### src/rtl/stream_offset_monitor.sv
// Event-driven monitor core for a cyclic chain of N streams closed by a negative offset.
// One event is evaluated per period of N+1 cycles, and all streams are published together.
module stream_offset_monitor #(
  parameter int WIDTH = 64,
  parameter int N = 3,
  parameter int OFFSET = 2,
  parameter logic signed [WIDTH-1:0] DEFAULT = '0
) (
  input  logic                 clk,
  input  logic                 rst,
  input  logic                 en,
  input  logic [WIDTH-1:0]     x,
  input  logic                 newX,
  output logic                 outputPhase,
  output logic [N*WIDTH-1:0]   s,
  output logic [N-1:0]         enS
);

  localparam int PW  = $clog2(N + 1);
  localparam int WPW = (OFFSET > 1) ? $clog2(OFFSET) : 1;
  localparam int FW  = $clog2(OFFSET + 1);
  localparam logic [PW-1:0] LAST = PW'(N);

  logic [PW-1:0]           phase;
  logic                    pending;
  logic signed [WIDTH-1:0] xReg;
  logic signed [WIDTH-1:0] acc;
  logic signed [WIDTH-1:0] offVal;
  logic signed [WIDTH-1:0] newVal;
  logic signed [WIDTH-1:0] shadow [N-1];
  logic signed [WIDTH-1:0] sReg [N];
  logic signed [WIDTH-1:0] hist [OFFSET];
  logic [WPW-1:0]          wp;
  logic [FW-1:0]           fill;
  logic [N-1:0]            enReg;
  logic                    opReg;

  // Once the buffer is full, the slot about to be overwritten holds the value from OFFSET events ago.
  assign offVal = (fill == FW'(OFFSET)) ? hist[wp] : DEFAULT;
  assign newVal = ((phase == PW'(1)) ? offVal : acc) + xReg;

  always_ff @(posedge clk) begin
    if (rst) begin
      phase   <= '0;
      pending <= 1'b0;
      xReg    <= '0;
      acc     <= '0;
      wp      <= '0;
      fill    <= '0;
      enReg   <= '0;
      opReg   <= 1'b0;
      for (int k = 0; k < N - 1; k++) shadow[k] <= '0;
      for (int k = 0; k < N; k++) sReg[k] <= '0;
      for (int k = 0; k < OFFSET; k++) hist[k] <= '0;
    end else if (en) begin
      opReg <= 1'b0;
      if (phase == '0) begin
        if (newX) begin
          xReg    <= x;
          pending <= 1'b1;
        end
        phase <= phase + PW'(1);
      end else begin
        if (pending) begin
          acc <= newVal;
          for (int k = 0; k < N - 1; k++)
            if (phase == PW'(k + 1)) shadow[k] <= newVal;
        end
        // The last stream is never parked in a shadow; it goes straight to the outputs and history.
        if (phase == LAST) begin
          phase   <= '0;
          opReg   <= 1'b1;
          pending <= 1'b0;
          if (pending) begin
            for (int k = 0; k < N - 1; k++) sReg[k] <= shadow[k];
            sReg[N-1] <= newVal;
            enReg     <= '1;
            hist[wp]  <= newVal;
            wp        <= (wp == WPW'(OFFSET - 1)) ? '0 : wp + WPW'(1);
            if (fill != FW'(OFFSET)) fill <= fill + FW'(1);
          end else begin
            enReg <= '0;
          end
        end else begin
          phase <= phase + PW'(1);
        end
      end
    end
  end

  for (genvar g = 0; g < N; g++) begin : g_out
    assign s[g*WIDTH +: WIDTH] = sReg[g];
  end

  assign enS         = enReg;
  assign outputPhase = opReg;

endmodule

### config.mk
export PLATFORM = sky130hd
export DESIGN_NAME = stream_offset_monitor
export DESIGN_NICKNAME = d
export VERILOG_FILES = /design/src/rtl/stream_offset_monitor.sv
export SDC_FILE = /design/constraint.sdc
export NUM_CORES = 1
export LEC_CHECK = 0
export CAP_MARGIN = 20
export CELL_PAD_IN_SITES_DETAIL_PLACEMENT = 1
export CELL_PAD_IN_SITES_GLOBAL_PLACEMENT = 1
export CORE_UTILIZATION = 46
export CTS_CLUSTER_SIZE = 12
export DETAILED_ROUTE_END_ITERATION = 6
export DONT_BUFFER_PORTS = 1
export PLACE_DENSITY = 0.79
export SLEW_MARGIN = 25
export SYNTH_ARGS = -nofsm -noshare
export SYNTH_HDL_FRONTEND = slang
export SYNTH_SLANG_ARGS = --single-unit
### constraint.sdc
create_clock -name clk -period 7.3 [get_ports clk]
set_input_delay 1.46 -clock clk [delete_from_list [all_inputs] [get_ports clk]]
set_output_delay 1.46 -clock clk [all_outputs]
set_load 0.01 [all_outputs]
==> reports/metrics.cfg, run 1 <==
[run_status]
status = finished, final reports clean

[floorplan]
start_util = 0.469
rows = 87
io-pin-count = 264
core_sq_um = 56700
dieArea_sq_um = 58800
die_width_microns = 242
die_h_microns = 242

[sta]
hold_slack_ps = 464
period_minus_slack_ps = 5140
setup_viol = 0
relSlewSlack = 0.289
finalHoldViolations = 0
finalCritPeriodShare = 0.704
rsz0062_at_grt = no
tightest_slew_ps = 1070
slew_viol_final = 0
fmax_mhz = 194
finClkSkew_ps = 27.0
tns_ps = 0

[power]
p_seq_frac = 0.539
vdd_drop_max_uv = 183
combPwrFrac = 0.042
p_sw_mw = 1.59
leakagePower_nw = 9.91
p_int_mw = 5.39
total_power_mw = 6.98
clock_power_share = 0.419
power_density_nw_per_um2 = 239
swShare = 0.228

[place]
place_area_sq_um = 27300
routabilityCongestion = 0.934
hpwl_mm = 57.1
portBuffers = 0

[synthesis]
synth_area_leaders = edfxtp_1 (51%), dfxtp_1 (10%), nor2_1 (3.6%), a21oi_1 (3.5%), nand2_1 (3.4%)
yosysWarnings = 0
synth-edff-count = 448
syn_area_per_cell_sq_um = 11.1
yosysMostFrequentCell = edfxtp_1
synth.top_cells.by_count = edfxtp_1 (448), nor2_1 (258), nand2_1 (238)
synth_flop_cell = edfxtp_1
syn_area_sq_um = 26600
async_flop_share = 0
synthesis.nets = 2543
ys_seq_elements = 585
synth_top_area_cell = edfxtp_1
synth_cell_type_count = 78
synth-seq-area-share = 0.609
post_synth_inst_count = 2403
synth_top_area_share = 0.506

[worst_setup_path]
r2r_cells = 13
critPathCapture = shadow[0][52]$_DFFE_PP_
path_class = reg2reg
cp_max_fo = 66
r2r-start = phase[1]$_SDFFE_PP0P_
endpoint_kind = flip-flop
cp_data_arrival_time_ps = 5480
startpoint_type = flip-flop
required_ps = 7640
startpoint = phase[1]$_SDFFE_PP0P_
r2r_slack_ps = 2160
r2r_end = shadow[0][52]$_DFFE_PP_

[detailed_routing]
antenna_left = 0
vias_per_cell = 6.02
dr.first_iter.drc_count = 1629
routed-via-count = 19000
wirelength_mm = 81.2
drtPass1Iterations = 5
route.detailed.drc = 0
wire_per_inst_microns = 25.8

[clocking]
clk_pin_slew_ps = 60
clockBufferDepth = 3
cts_tree = done
ctsHoldBuffers = 0
post_cts_buffers = 0
cts_buffers = 59
cts_resized = 0
htreeDepth = 2
clk_latency_ps = 640
cts_root_buffer = clkbuf_16
cts_num_sinks = 585

[cells_and_area]
multi_input_area_sq_um = 9540
diodes = 0
syn2layout_area_growth_pct = 9.58
fillers = 5961
final-seq-area_sq_um = 16200
final_nets = 2487
drive_gt1_frac = 0.0664
stdcell_area_sq_um = 29100

[grt]
overflow = 0
grt_max_degree = 135
grt_usage = 0.272
grt_pass1_wl_mm = 121
antenna_found_initial = 1
grt_pass1_vias = 19400

[hold_path]
hp-class = reg2reg

[run]
cap_viol_max_count = 0

-- cells by family after synthesis --
family | after synthesis | share of synthesized area
buf+inv | 244 | 0.0351
compound gates | 487 | 0.119
fa+ha+maj | 72 | 0.0342
xor+xnor | 39 | 0.0128
mux | 87 | 0.0333
flops | 585 | 0.609
simple gates | 889 | 0.156
-- final cells by class --
class | count | share of cell area
flip-flops and latches | 585 | 0.556
multi-input cells | 1574 | 0.327
clock buffers | 93 | 0.0571
well taps | 756 | 0.0325
inverters | 103 | 0.0133
repair buffers | 24 | 0.00704
clock inverters | 17 | 0.00674
-- cell usage in the layout, fill, tap and decap left out, drive strengths merged, types with 6 or more instances in the layout --
cell,Yosys,layout
a31oi,12,12
nor2,258,258
dfxtp,137,137
clkbuf,123,93
or3,12,12
xor2,15,15
a21oi,192,192
and3,16,16
nor3,129,129
mux2i,76,76
ha,71,71
and2,133,133
buf,18,24
nand4,29,29
o211ai,11,11
o21a,20,20
a21o,28,28
mux2,11,11
a21boi,6,6
xnor2,24,24
nand2b,10,10
nor4,6,6
inv,103,103
nand3,38,38
o21ai,72,72
a211oi,17,17
nand2,238,238
edfxtp,448,448
clkinv,0,15
o22ai,64,64
o21bai,17,17
-- layer usage --
layer	vias up	track usage	share of wire
met4	0	0.0774	0.025
li1	8532	-	-
met5	-	0	0
met1	9628	0.383	0.44
met3	110	0.0474	0.075
met2	712	0.431	0.46
-- how the worst min path moves through the flow --
stage                           from                    end  slack [ps]  cells after the start
2_1_floorplan    acc[0]$_SDFFE_PP0P_    acc[0]$_SDFFE_PP0P_         440                      2
3_5_place_dp    acc[42]$_SDFFE_PP0P_   acc[42]$_SDFFE_PP0P_         450                      2
6_report       xReg[51]$_SDFFE_PP0P_  xReg[51]$_SDFFE_PP0P_         460                      2
3_3_place_gp    acc[42]$_SDFFE_PP0P_   acc[42]$_SDFFE_PP0P_         440                      2
5_1_grt         acc[42]$_SDFFE_PP0P_   acc[42]$_SDFFE_PP0P_         480                      2
4_1_cts         acc[42]$_SDFFE_PP0P_   acc[42]$_SDFFE_PP0P_         460                      2
-- power by group through the flow --
stage,Combinational [mW],Clock (mW),Sequential [mW]
2_1_floorplan,0.197,0,3.82
3_3_place_gp,0.282,0,3.82
3_5_place_dp,0.292,0,3.83
4_1_cts,0.294,2.96,3.76
5_1_grt,0.317,3.07,3.77
6_report,0.296,2.92,3.76
-- sequential cells by signal, indices dropped and copies added (netlist names), named ones only --
signal,cells
fill,2
wp,1
phase,2
sReg,192
outputPhase,1
acc,64
enS,1
hist,128
xReg,64
pending,1
shadow,128
-- stage by stage --
| stage | utilization | cells | setup slack, ps |
|---|---|---|---|
| 6_report | 0.514 | 3152 | 2160 |
| 5_1_grt | 0.514 | 3152 | 1990 |
| 4_1_cts | 0.513 | 3151 | 2340 |
| 3_5_place_dp | 0.481 | 3041 | 2170 |
| 3_3_place_gp | 0.481 | 3041 | 2260 |
| 2_1_floorplan | - | 2403 | -54.7 |
-- worst max-delay path, stage by stage (launching register included) --
cell and delay [ps]:
dfxtp_1 340, inv_1 100, ha_2 210, buf_4 720, o22ai_1 320, ha_1 500, a21oi_2 240, o21ai_0 290
a211oi_1 490, o21ai_0 270, a21o_1 300, o21a_1 250, o21a_1 240, nor3_1 530
Note: power is estimated with default switching activity, not from simulation.
==> inputs of run 2 (changes only) <==
Settings changed: CORE_UTILIZATION 46 to 50, PLACE_DENSITY 0.79 to 0.81.
Clock period 7.3 ns to 4.93 ns, I/O delays scaled along.
==> reports/metrics.cfg, run 2 (synthesis results as in run 1) <==
[run_status]
status = finished, final reports clean

[cells_and_area]
syn2layout_area_growth_pct = 11.0
utilization = 0.562  ; +0.0477
final_cell_mix = edfxtp_1 (448), nor2_1 (256), nand2_1 (234), a21oi_1 (186), dfxtp_1 (136)
mostFrequentLayoutCell = edfxtp_1
final_nets = 2542  ; +2.2%
largest_reg_flops = 192  ; unchanged
stdcell_count = 3143  ; -0.29%
drive_gt1_frac = 0.0860  ; +0.0197
largest-register = sReg
top_regs = sReg (192), hist (128), shadow (128)

[grt]
overflow = 0  ; unchanged
grt_pass1_vias = 19600  ; +1.2%
antenna_found_initial = 0  ; -1
grt_pass1_wl_mm = 125  ; +3.2%
grt_max_degree = 185  ; +37%
grt_usage = 0.312  ; +0.0401

[place]
routabilityCongestion = 0.982  ; +5.1%
portBuffers = 0  ; unchanged
dp_cells = 3029  ; -0.39%
pre_cts_ws_ps = -129  ; -2300 ps
hpwl_mm = 59.7  ; +4.6%

[power]
swShare = 0.231  ; +0.00310
p_seq_frac = 0.539  ; about the same
power_density_nw_per_um2 = 350  ; +46%
vdd_drop_max_uv = 258  ; +41%
combPwrFrac = 0.045  ; +0.003
p_sw_mw = 2.39  ; +50%
p_int_mw = 7.95  ; +48%
clock_power_share = 0.415  ; -0.004
leakagePower_nw = 10.2  ; +2.4%

[worst_setup_path]
cp_max_fo = 37  ; -44%
required_ps = 5290  ; -2350 ps
endpoint_kind = flip-flop
path_class = reg2reg
startpoint_type = flip-flop
cp_data_arrival_time_ps = 5120  ; -360 ps

[sta]
finalCritPeriodShare = 0.967  ; +0.262
tightest_slew_ps = 1070  ; +1.52 ps
finalHoldViolations = 0  ; unchanged
slew_viol_final = 0  ; unchanged
fin_ws_ps = 163  ; -1990 ps
rsz0062_at_grt = no
finClkSkew_ps = 18.4  ; -8.59 ps
period_minus_slack_ps = 4770  ; -376 ps
fmax_mhz = 210  ; +7.9%
setup_viol = 0  ; unchanged
relSlewSlack = 0.288  ; -0.00101

[clocking]
clk_latency_ps = 640  ; about the same
cts_buffers = 59  ; unchanged
htreeDepth = 2  ; unchanged
clk_pin_slew_ps = 60  ; about the same
ctsHoldBuffers = 0  ; unchanged
cts_num_sinks = 585  ; unchanged
post_cts_buffers = 0  ; unchanged
cts_root_buffer = clkbuf_16
clockBufferDepth = 3  ; unchanged
cts_tree = done

[floorplan]
dieArea_sq_um = 54100  ; -7.9%
io-pin-count = 264  ; unchanged
core_sq_um = 52600  ; -7.3%
die_h_microns = 233  ; -4.1%
die_width_microns = 233  ; -4.1%
rows = 84  ; -3.4%
start_util = 0.506  ; +0.0371

[detailed_routing]
vias_per_cell = 6.21  ; +3.1%
wirelength_mm = 85.9  ; +5.8%
wire_per_inst_microns = 27.3  ; +6.1%
routed-via-count = 19500  ; +2.8%
dr.first_iter.drc_count = 1826  ; +12%
antenna_left = 0  ; unchanged
route.detailed.drc = 0  ; unchanged
drtPass1Iterations = 6  ; +1

[run]
cap_viol_max_count = 0  ; unchanged

[hold_path]
hp-class = in2reg

[run 2: cell types whose count changed in the layout (fill, tap and decap cells not counted), sizes merged]
cell / previous run / this run
clkinvlp: 0 / 2
inv: 103 / 105
bufinv: 2 / 0
buf: 24 / 79
diode: 0 / 2
clkinv: 15 / 9
clkbuf: 93 / 99
[run 2: what timing repair did]
| action | CTS | global route |
|---|---|---|
| resized for setup | 1 | 3 |
| endpoints found under the setup margin | 2 | 9 |
| pin swaps | 0 | 0 |
[run 2: layout make-up]
class,count,area (sq um)
Antenna cell,2,5.00
Fill cell,5464,23000
Clock inverter,13,106
Clock buffer,99,1720
Timing Repair Buffer,79,672
Tap cell,688,861
Inverter,103,387
Sequential cell,585,16200
Multi-Input combinational cell,1574,9560
[run 2: per-layer routing]
layer,track usage,part of all wire,up-vias
met2,0.496,0.46,866
met5,0,0,-
met4,0.0833,0.025,0
met1,0.441,0.43,9847
li1,-,-,8668
met3,0.0531,0.080,140
[run 2: path summary, 6_finish.rpt]
| check | start | endpoint | slack (ps) | cells past startpoint |
|---|---|---|---|---|
| setup / recovery | phase[1]$_SDFFE_PP0P_ | shadow[0][127]$_DFFE_PP_ | 160 | 14 |
| hold reg to reg | acc[28]$_SDFFE_PP0P_ | acc[28]$_SDFFE_PP0P_ | 460 | 2 |
| setup reg to reg | phase[1]$_SDFFE_PP0P_ | shadow[0][127]$_DFFE_PP_ | 160 | 14 |
| hold / removal | rst | acc[53]$_SDFFE_PP0P_ | 430 | 1 |
[run 2: critical path: stages (launching register included)]
cell      delay, ps
dfxtp_1         340
inv_1            90
ha_2            450
nand2_2         280
buf_12          270
o22ai_1         520
ha_1            490
a21oi_1         280
o21a_1          260
o21bai_1         80
a21boi_0        160
o21ai_0         210
a21o_1          300
o21a_1          250
nor3_1          460
[run 2: power by group through the flow]
stage                     combinational [mW]  clock (mW)  sequential (mW)
after floorplan                        0.292           0             5.64
after global placement                 0.441           0             5.66
after detailed placement               0.456           0             5.67
after CTS                              0.460        4.33             5.57
after global routing                   0.499        4.47             5.58
final                                  0.470        4.29             5.57
[run 2: per-stage QoR]
step	area [sq um]	hold slack, ps	setup TNS, ps	power, mW
finish	29500	432	0	10.3
global route	29500	417	0	10.6
CTS	29500	412	0	10.4
detailed placement	27700	451	-258	6.13
global placement	27700	438	0	6.10
floorplan	26600	436	-31250	5.93
==> inputs of run 3 (changes only) <==
Settings changed: CORE_MARGIN set to 2.
==> reports/metrics.cfg, run 3 (synthesis results as in run 1) <==
[worst_setup_path]
required_ps = 5280  ; about the same
critPathBufInv = 3  ; +1
crit_path_frequent_cell = nor3_1
cp_max_fo = 44  ; +19%
cp_top_family = compound AO/OA/AOI/OAI gates
cp_data_arrival_time_ps = 5120  ; about the same
cp_slowest_stage_delay_ps = 520  ; about the same
endpoint_kind = flip-flop
startpoint_type = flip-flop
crit_chain = inv_1 > ha_2 > nand2_2 > buf_12 > o22ai_1 > ha_1 > and3_1 > nand3_1 > a211oi_2 > o211ai_1 > buf_4 > a21o_1 > a21boi_1 > nor3_1 > nor3_1
worst_path_max_delay_cell = a21boi_1
path_class = reg2reg

[floorplan]
core_sq_um = 52600  ; unchanged
die_h_microns = 235  ; +0.86%
io-pin-count = 264  ; unchanged
start_util = 0.506  ; unchanged
rows = 84  ; unchanged
dieArea_sq_um = 55000  ; +1.7%
die_width_microns = 235  ; +0.86%

[clocking]
ctsHoldBuffers = 0  ; unchanged
clockBufferDepth = 3  ; unchanged
cts_tree = done
cts_num_sinks = 585  ; unchanged
htreeDepth = 2  ; unchanged
cts_buffers = 59  ; unchanged
clk_pin_slew_ps = 60  ; about the same
cts_resized = 0  ; -1
clk_latency_ps = 640  ; about the same
post_cts_buffers = 0  ; unchanged
cts_root_buffer = clkbuf_16

[grt]
grt_max_degree = 135  ; -27%
antenna_found_initial = 2  ; +2
grt_pass1_wl_mm = 132  ; +4.9%
overflow = 0  ; unchanged
grt_pass1_vias = 20100  ; +2.3%
grt_usage = 0.314  ; +0.00214

[detailed_routing]
routed-via-count = 19700  ; +0.72%
antenna_left = 0  ; unchanged
route.detailed.drc = 0  ; unchanged
dr.first_iter.drc_count = 2056  ; +13%
drtPass1Iterations = 5  ; -1
wirelength_mm = 88.2  ; +2.6%
wire_per_inst_microns = 28.1  ; +2.9%
vias_per_cell = 6.27  ; +0.97%

[run_status]
status = finished, final reports clean

[cells_and_area]
final_nets = 2536  ; -0.24%
utilization = 0.562  ; +0.000785
fillers = 5482  ; +0.33%
multi_input_area_sq_um = 9550  ; about the same
final_cell_mix = edfxtp_1 (448), nor2_1 (256), nand2_1 (234), a21oi_1 (186), dfxtp_1 (136)
top_regs = sReg (192), hist (128), shadow (128)
syn2layout_area_growth_pct = 11.1
largest-register = sReg
mostFrequentLayoutCell = edfxtp_1
largest_reg_flops = 192  ; unchanged
final-seq-area_sq_um = 16200  ; unchanged
drive_gt1_frac = 0.0846  ; -0.00139

[place]
routabilityCongestion = 0.933  ; -5.0%
portBuffers = 0  ; unchanged
hpwl_mm = 60.6  ; +1.5%

[sta]
rsz0062_at_grt = no
finalCritPeriodShare = 0.968  ; +0.000994
fmax_mhz = 210  ; -0.10%
finalHoldViolations = 0  ; unchanged
period_minus_slack_ps = 4770  ; +4.90 ps
slew_viol_final = 0  ; unchanged
relSlewSlack = 0.243  ; -0.0447
hold_slack_ps = 430  ; -2.58 ps
setup_viol = 0  ; unchanged
tightest_slew_ps = 1130  ; +64.3 ps
finClkSkew_ps = 20.1  ; +1.71 ps

[power]
vdd_drop_max_uv = 282  ; +9.3%
leakagePower_nw = 10.2  ; about the same
total_power_mw = 10.4  ; +0.68%
power_density_nw_per_um2 = 352  ; +0.54%

[hold_path]
hp-class = in2reg

[run]
cap_viol_max_count = 0  ; unchanged

## run 3: cell count changes in the layout (fill, tap and decap cells not counted), sizes merged
cell,before,now
inv,105,103
bufinv,0,1
diode,2,1
clkinvlp,2,1
buf,79,73
clkinv,9,10
## run 3: layout make-up
cell class,count,share of cell area
Antenna cell,1,0.0000847
Clock buffer,99,0.0574
Clock inverter,12,0.00478
Inverter,103,0.0131
Multi-Input combinational cell,1574,0.323
Sequential cell,585,0.548
Tap cell,688,0.0291
Timing Repair Buffer,73,0.0240
## run 3: final timing paths
| check | from | endpoint | slack, ps | cells after the start |
|---|---|---|---|---|
| min reg2reg | acc[28]$_SDFFE_PP0P_ | acc[28]$_SDFFE_PP0P_ | 460 | 2 |
| max reg2reg | phase[1]$_SDFFE_PP0P_ | shadow[0][113]$_DFFE_PP_ | 160 | 15 |
| min | rst | xReg[63]$_SDFFE_PP0P_ | 430 | 1 |
| max | phase[1]$_SDFFE_PP0P_ | shadow[0][113]$_DFFE_PP_ | 160 | 15 |
## run 3: where the power goes
| group | internal [mW] | total (mW) | switching [mW] | leakage (nW) |
|---|---|---|---|---|
| Sequential | 5.45 | 5.58 | 0.125 | 5.74 |
| Clock | 2.40 | 4.36 | 1.96 | 0.883 |
| Combinational | 0.117 | 0.470 | 0.353 | 3.54 |
| Total | 7.97 | 10.4 | 2.43 | 10.2 |
## run 3: per-layer routing
layer / vias to the layer above / routed length [microns] / global-route usage
met5: - / 13 / 0
met4: 2 / 2020 / 0.0790
met3: 132 / 7140 / 0.0538
met2: 884 / 41300 / 0.503
met1: 9990 / 37700 / 0.446
li1: 8653 / - / -
## run 3: stage by stage
stage / setup slack, ps / cells / setup TNS [ps] / area (sq um)
CTS: 113 / 3133 / 0 / 29500
floorplan: -244 / 2403 / -31250 / 26600
finish: 158 / 3135 / 0 / 29600
global route: 61.0 / 3134 / 0 / 29500
global placement: 497 / 3022 / 0 / 27700
detailed placement: 235 / 3022 / 0 / 27700
